--- src/rtl/param_universal_shift_reg.sv ---
// WIDTH-bit universal shift register with rotate/arith/clear modes and a counted
// multi-shift command (busy/done). Optional even-parity output under USR_PARITY_EN.
module param_universal_shift_reg #(
  parameter int unsigned WIDTH = 8,
  parameter int unsigned CNT_W = 4
) (
  input  logic             Clk,
  input  logic             Reset,
  input  logic             en,
  input  logic [2:0]       mode,
  input  logic             start,
  input  logic [CNT_W-1:0] count,
  input  logic             serialInR,
  input  logic             serialInL,
  input  logic [WIDTH-1:0] BlockIn,
  output logic [WIDTH-1:0] Out,
  output logic             serialOutR,
  output logic             serialOutL,
  output logic             busy,
  output logic             done
`ifdef USR_PARITY_EN
  ,
  output logic             parity
`endif
);

  localparam logic [2:0] ModeHold  = 3'b000;
  localparam logic [2:0] ModeShr   = 3'b001;
  localparam logic [2:0] ModeShl   = 3'b010;
  localparam logic [2:0] ModeLoad  = 3'b011;
  localparam logic [2:0] ModeRor   = 3'b100;
  localparam logic [2:0] ModeRol   = 3'b101;
  localparam logic [2:0] ModeAsr   = 3'b110;
  localparam logic [2:0] ModeClear = 3'b111;

  typedef enum logic [0:0] {StIdle, StRun} state_e;

  state_e           state_q;
  logic [WIDTH-1:0] out_q;
  logic [CNT_W-1:0] remaining_q;
  logic [2:0]       mode_q;
  logic             done_q;

  function automatic logic is_shift(input logic [2:0] m);
    return (m == ModeShr) || (m == ModeShl) || (m == ModeRor) ||
           (m == ModeRol) || (m == ModeAsr);
  endfunction

  function automatic logic [WIDTH-1:0] apply_op(input logic [2:0]       m,
                                                input logic [WIDTH-1:0] v,
                                                input logic             sir,
                                                input logic             sil,
                                                input logic [WIDTH-1:0] blk);
    logic [WIDTH-1:0] r;
    r = v;
    unique case (m)
      ModeHold:  r = v;
      ModeShr:   r = {sir, v[WIDTH-1:1]};
      ModeShl:   r = {v[WIDTH-2:0], sil};
      ModeLoad:  r = blk;
      ModeRor:   r = {v[0], v[WIDTH-1:1]};
      ModeRol:   r = {v[WIDTH-2:0], v[WIDTH-1]};
      ModeAsr:   r = {v[WIDTH-1], v[WIDTH-1:1]};
      ModeClear: r = '0;
      default:   r = v;
    endcase
    return r;
  endfunction

  always_ff @(posedge Clk or negedge Reset) begin
    if (!Reset) begin
      state_q     <= StIdle;
      out_q       <= '0;
      remaining_q <= '0;
      mode_q      <= ModeHold;
      done_q      <= 1'b0;
    end else begin
      done_q <= 1'b0;
      unique case (state_q)
        StIdle: begin
          if (start && is_shift(mode)) begin
            // The accepting edge performs the first shift; K=0 only pulses done.
            if (count != '0) begin
              out_q <= apply_op(mode, out_q, serialInR, serialInL, BlockIn);
            end
            if (count > CNT_W'(1)) begin
              state_q     <= StRun;
              mode_q      <= mode;
              remaining_q <= count - CNT_W'(1);
            end else begin
              done_q <= 1'b1;
            end
          end else if (en) begin
            out_q <= apply_op(mode, out_q, serialInR, serialInL, BlockIn);
          end
        end
        StRun: begin
          // Serial inputs are sampled live so a stream can be fed mid-command.
          out_q       <= apply_op(mode_q, out_q, serialInR, serialInL, BlockIn);
          remaining_q <= remaining_q - CNT_W'(1);
          if (remaining_q == CNT_W'(1)) begin
            state_q <= StIdle;
            done_q  <= 1'b1;
          end
        end
        default: state_q <= StIdle;
      endcase
    end
  end

  assign Out        = out_q;
  assign serialOutR = out_q[0];
  assign serialOutL = out_q[WIDTH-1];
  assign busy       = (state_q == StRun);
  assign done       = done_q;

`ifdef USR_PARITY_EN
  assign parity = ^out_q;
`endif

endmodule
--- config.mk ---
export PLATFORM = sky130hd
export DESIGN_NAME = param_universal_shift_reg
export DESIGN_NICKNAME = d
export VERILOG_FILES = /design/src/rtl/param_universal_shift_reg.sv
export SDC_FILE = /design/constraint.sdc
export NUM_CORES = 1
export LEC_CHECK = 0
export ABC_AREA = 1
export CORE_MARGIN = 5
export CORE_UTILIZATION = 45
export CTS_CLUSTER_SIZE = 28
export DETAILED_ROUTE_END_ITERATION = 8
export PLACE_DENSITY = 0.75
export SLEW_MARGIN = 20
export SYNTH_ARGS = -nofsm -noshare
export SYNTH_HDL_FRONTEND = slang
export SYNTH_SLANG_ARGS = --single-unit
--- constraint.sdc ---
create_clock -name Clk -period 1.17 [get_ports Clk]
set_input_delay 0.1755 -clock Clk [delete_from_list [all_inputs] [get_ports Clk]]
set_output_delay 0.1755 -clock Clk [all_outputs]
set_load 0.05 [all_outputs]
==> results of run 1 <==
-- sequential cells by signal, summed over array words and instances (netlist names) --
signal	count
busy	1
mode_q	3
Out	8
done	1
remaining_q	4
-- how the worst max path moves through the flow --
stage,from,endpoint,slack [ns]
after floorplan,busy,mode_q[2],-0.20
after global placement,count[0],mode_q[0],-0.55
after detailed placement,count[0],Out[0],-0.58
after CTS,mode_q[2],Out[0],-0.11
after global routing,mode_q[2],Out[1],-0.23
final,busy,Out[7],-0.14
-- critical path, delay by kind of cell (launching register included) --
kind / cells / cell delay [ns]
AOI/OAI and AO/OA: 1 / 0.17
DFF: 1 / 0.47
buffers and inverters: 2 / 0.32
and+or+nand+nor: 4 / 0.31
-- area by class of cell --
| type | count | area, um2 | area share, % |
|---|---|---|---|
| clock inverter | 1 | 5.005 | 0.1874 |
| inverter | 28 | 115.1 | 4.311 |
| sequential | 17 | 435.4 | 16.31 |
| multi-input combinational | 212 | 1111 | 41.61 |
| tap | 46 | 57.56 | 2.156 |
| timing repair buffer | 85 | 923.4 | 34.58 |
| clock buffer | 3 | 22.52 | 0.8435 |
-- routing by layer --
| layer | share of wire [%] | global-route usage [%] | up-vias |
|---|---|---|---|
| li1 | - | - | 1023 |
| met1 | 41 | 27.75 | 909 |
| met2 | 52 | 39.24 | 74 |
| met3 | 5.4 | 2.726 | 14 |
| met4 | 2.2 | 6.809 | 0 |
| met5 | 0 | 0 | - |
-- power by group --
group          internal [mW]  switching (mW)
sequential             0.910           0.426
clock                  0.127           0.181
combinational           2.57            2.95
total                   3.61            3.55
-- cell usage in the layout, fill, tap and decap left out, types with 2 or more instances in the layout --
| cell type | Yosys | routed |
|---|---|---|
| nand4_1 | 15 | 15 |
| inv_4 | 0 | 2 |
| nand3_1 | 24 | 21 |
| nor2_1 | 36 | 35 |
| clkdlybuf4s15_1 | 0 | 2 |
| dlygate4sd2_1 | 0 | 3 |
| dfrtp_2 | 0 | 8 |
| nor2_4 | 2 | 2 |
| a21oi_2 | 0 | 3 |
| nand2_4 | 0 | 4 |
| ha_1 | 5 | 4 |
| buf_4 | 2 | 37 |
| inv_2 | 3 | 8 |
| buf_12 | 0 | 15 |
| clkdlybuf4s50_1 | 0 | 14 |
| buf_6 | 2 | 13 |
| clkbuf_4 | 0 | 3 |
| inv_1 | 25 | 17 |
| a21oi_1 | 7 | 4 |
| o21ai_1 | 3 | 15 |
| nand2_2 | 4 | 7 |
| nand3_2 | 2 | 2 |
| dfrtp_1 | 17 | 9 |
| nand2_1 | 93 | 86 |
| o21ai_0 | 15 | 2 |
| nand3_4 | 0 | 3 |
-- cell families after synthesis --
family | after synthesis | synth area share [%]
flip-flops | 17 | 26.23
XOR/XNOR | 1 | 0.5402
buffers and inverters | 40 | 11.73
AO/OA/AOI/OAI | 29 | 10.03
AND/OR/NAND/NOR | 177 | 47.61
adder cells (fa/ha/maj) | 5 | 3.858
-- repair_timing --
item | 4_1_cts | 5_1_grt
endpoints found under the setup margin | 24 | 25
cloned | 1 | 0
resized for setup | 37 | 41
endpoints found under the hold margin | 0 | 0
buffers inserted | 7 | 4
pin swaps | 16 | 9
==> results_dict.tcl, run 1 <==
set metrics [dict create \
    required_ns 1.40 \
    finalSetupViolations 13 \
    placed_cells 376 \
    tightest_slew_ns 0.3086 \
    clock-skew-final_ns 0.004050 \
    die_h_um 70.03 \
    htreeDepth 1 \
    slowest_stage "dfrtp_2" \
    hold_buffers 0 \
    ant_nets 0 \
    route.detailed.drc 0 \
    synth_top_cell_by_area "dfrtp_1" \
    synth_async_sr_flop_share_pct 100.0 \
    firstDrtPassIters 4 \
    r2r-end "Out[7]" \
    crit_path_end_kind "register" \
    drv_slew 0 \
    relSlewSlack_pct 79.35 \
    avgRoutedWirePerCell_um 13.97 \
    cts.sink_count 17 \
    rows 21 \
    dieArea_um2 4904 \
    seq_area_frac_synth_pct 26.23 \
    cts_tree "done" \
    ios 33 \
    instances_no_fill 392 \
    cp-start-kind "register" \
    r2r_setup_slack_ns -0.14 \
    fillers 257 \
    grt_overflow 0 \
    coreArea_um2 3416 \
    hpwl_um 3880 \
    drv_cap 0 \
    fin_crit_ns 1.311 \
    run_status "finished with violations" \
    syn_nets 295 \
    place_ws_ns -0.5827 \
    clockBufferDepth 2 \
    rsz0062_at_grt "yes" \
    synth_top_cell_area_share_pct 26.23 \
    path_class "reg -> reg" \
    finalCritPeriodShare_pct 112.0 \
    die_w_um 70.03 \
    final_area_um2 2670 \
    drt_iter0_drc 177 \
    power.leakage_nw 1.363 \
    hold_violations 0 \
    cts-buffers-inserted 3 \
    synth_flop_cell "dfrtp_1" \
    syn-cell-area_um2 1622 \
    floorplan.initialDensity_pct 47.47 \
    synthTopCellsByCount "nand2_1, nor2_1, inv_1" \
    clk_pin_slew_ns 0.10 \
    synth.top_cells.by_area "dfrtp_1, nand2_1, nor2_1, nand3_1, inv_1" \
    grt_max_degree 18 \
    vias 2020 \
    gp_routability_congestion 0.8909 \
    synth-seq-cells 17 \
    cellPowerDensity_nw_per_um2 2681 \
    avgSynthCellArea_um2 6.028 \
    drive_gt1_share_pct 33.24 \
    synthCells 269 \
    worstPathCellList "buf_4, buf_4, a21oi_1, nand2_1, nand2_2, nand2_1, nand2_1" \
    layout.nets 373 \
    yosys_warnings 0 \
    whs_ns 0.2064 \
    clk_latency_ns 0.28 \
    peakVddDrop_v 0.001843 \
    portBuffers 32 \
    rr_startpoint "busy" \
    worst_path_largest_cell_delay_ns 0.47 \
    place_area_um2 2374 \
    r2r_cells 7 \
    worst-path-max-fanout 8 \
    timing.fmax_ghz 0.7630 \
    grt_pass1_vias 2012 \
    fin_ws_ns -0.1406 \
    synthDistinctLibCells 26 \
    groute.usage.overall_pct 22.12 \
    final.setup.tns_ns -1.170 \
    cts_root_buffer "clkbuf_4" \
    post-route-util_pct 78.17 \
    totalWireLength_um 5476 \
    synth_most_common_cell "nand2_1" \
    violations "setup timing" \
    fin_total_pwr_mw 7.159 \
    hp-class "in -> async" \
    antenna_found_initial 0 \
    diodes 0 \
    synthToLayoutAreaGrowth_pct 64.66 \
    cp_data_arrival_time_ns 1.54 \
    grt_pass1_wl_um 9018 \
    synth_edf_count 0 \
    routed_via_density 5.153 \
    cpMostUsedCell "nand2_1" \
]
(Power assumes the default switching activity.)
==> run 2: changes to the inputs <==
==> constraint.sdc (replaced) <==
create_clock -name Clk -period 1.17 [get_ports Clk]
set_input_delay 0.1755 -clock Clk [delete_from_list [all_inputs] [get_ports Clk]]
set_output_delay 0.1755 -clock Clk [all_outputs]
set_load 0.02 [all_outputs]
==> run 2 against run 1 <==
  * The run still ends with setup timing left
  * Critical path depth down 1
  * Non-clock buffer count down 4
  * First-iteration DRC count up 6.2%
  * Critical endpoint is now remaining_q[3]
  * Flip-flop and latch count unchanged
  * Global-route usage down 1.7 points
  * Worst setup slack better by 0.017 ns
  * Die area unchanged
  * Via count down 0.54%
  * Combinational power down 19%
  * Register-to-register slack better by 0.02 ns
  * Maximum frequency up 1.3%
==> results_dict.tcl, run 2 (synthesized netlist as in run 1, its figures left out) <==
set metrics [dict create \
    final_area_um2 2472 \
    ant_nets 0 \
    required_ns 1.35 \
    grt_pass1_wl_um 8300 \
    floorplan.initialDensity_pct 47.47 \
    final_cell_mix "nand2_1, buf_4, nor2_1, nand3_1, inv_1" \
    largest_reg_flops 8 \
    diodes 0 \
    clock-skew-final_ns 0.005688 \
    grt_overflow 0 \
    cp_data_arrival_time_ns 1.47 \
    rsz0062_at_grt "yes" \
    worst-path-max-fanout 13 \
    synthToLayoutAreaGrowth_pct 52.47 \
    grt_pass1_vias 1842 \
    drive_gt1_share_pct 33.63 \
    routed_via_density 5.178 \
    route.detailed.drc 0 \
    cts.sink_count 17 \
    path_class "reg -> reg" \
    clk_pin_slew_ns 0.11 \
    ios 33 \
    cellPowerDensity_nw_per_um2 2410 \
    tightest_slew_ns 0.2811 \
    violations "setup timing" \
    finalSetupViolations 12 \
    avgRoutedWirePerCell_um 13.41 \
    fin_total_pwr_mw 5.959 \
    dieArea_um2 4904 \
    totalWireLength_um 5202 \
    finalCritPeriodShare_pct 110.6 \
    hp-class "in -> async" \
    post-route-util_pct 72.38 \
    timing.fmax_ghz 0.7730 \
    cp-start-kind "register" \
    cts_tree "done" \
    power.leakage_nw 1.304 \
    drv_slew 0 \
    fin_crit_ns 1.294 \
    drv_cap 0 \
    relSlewSlack_pct 81.22 \
    antenna_found_initial 0 \
    die_w_um 70.03 \
    cts-buffers-inserted 3 \
    crit_path_end_kind "register" \
    layout.nets 369 \
    instances_no_fill 388 \
    layout_commonest_cell "nand2_1" \
    rows 21 \
    vias 2009 \
    placed_cells 378 \
    hold_violations 0 \
    place_area_um2 2273 \
    r2r_cells 6 \
    fin_ws_ns -0.1237 \
    coreArea_um2 3416 \
    drt_iter0_drc 188 \
    groute.usage.overall_pct 20.42 \
    cts_root_buffer "clkbuf_4" \
    gp_routability_congestion 0.9993 \
    peakVddDrop_v 0.001310 \
    grt_max_degree 18 \
    hpwl_um 3662 \
    whs_ns 0.1963 \
    clockBufferDepth 2 \
    htreeDepth 1 \
    die_h_um 70.03 \
    firstDrtPassIters 5 \
    clk_latency_ns 0.29 \
    run_status "finished with violations" \
    portBuffers 32 \
]
==> run 2: through the flow <==
stage	TNS, ns	setup slack [ns]
finish	-0.9197	-0.1237
global route	-2.036	-0.2117
CTS	-0.5820	-0.09080
detailed placement	-8.827	-0.5853
global placement	-8.674	-0.5668
floorplan	-0.8647	-0.1095
==> run 2: routing by layer <==
metal | GRT usage [%] | up-vias | share of wire, %
li1 | - | 1015 | -
met1 | 26.72 | 900 | 43
met2 | 33.89 | 82 | 48
met3 | 3.587 | 12 | 6.7
met4 | 6.809 | 0 | 2.1
met5 | 0 | - | 0
==> run 2: layout make-up <==
type	count	area, um2
fillers	291	943.4
repair buffers	81	698.2
multi-input cells	212	1149
inverters	28	112.6
clock buffers	3	22.52
well taps	46	57.56
flip-flops and latches	17	427.9
clock inverters	1	5.005
==> run 2: path summary, 6_finish.rpt <==
check                                from              to  slack, ns
max                                  busy  remaining_q[3]      -0.12
min in group Clk                 count[0]  remaining_q[0]       0.34
min                                 Reset            done       0.20
min reg2reg                remaining_q[1]  remaining_q[1]       0.58
max in group asynchronous           Reset       mode_q[2]       0.75
max reg2reg                          busy  remaining_q[3]      -0.12
==> run 2: where the power goes <==
| part | leakage (nW) | total (mW) | switching (mW) | internal, mW |
|---|---|---|---|---|
| registers | 0.207 | 1.14 | 0.248 | 0.890 |
| logic | 1.08 | 4.49 | 2.53 | 1.96 |
| clock network | 0.0177 | 0.327 | 0.200 | 0.127 |
| total | 1.30 | 5.96 | 2.98 | 2.98 |
==> run 2: worst max-delay path, stage by stage (launching register included) <==
cell     delay (ns)
dfrtp_2        0.48
buf_4          0.16
buf_8          0.15
a21oi_1        0.14
o21ai_1        0.10
nand3_1        0.08
o21ai_0        0.07
==> run 2: repair_timing <==
| action | in CTS | in global routing |
|---|---|---|
| pin swaps | 11 | 7 |
| hold buffers | 0 | 0 |
| gates resized for setup | 57 | 51 |
| endpoints found under the hold margin | 0 | 0 |
| gates cloned | 0 | 0 |
| endpoints found under the setup margin | 28 | 24 |
| setup buffers | 2 | 4 |
==> run 3: changes to the inputs <==
--- a/config.mk
+++ b/config.mk
@@ -6,6 +6,7 @@
 export NUM_CORES = 1
 export LEC_CHECK = 0
 export ABC_AREA = 1
+export CAP_MARGIN = 20
 export CORE_MARGIN = 5
 export CORE_UTILIZATION = 45
 export CTS_CLUSTER_SIZE = 28
==> results of run 3 <==
No change in the layout: final DEF, timing and power equal those of run 2.
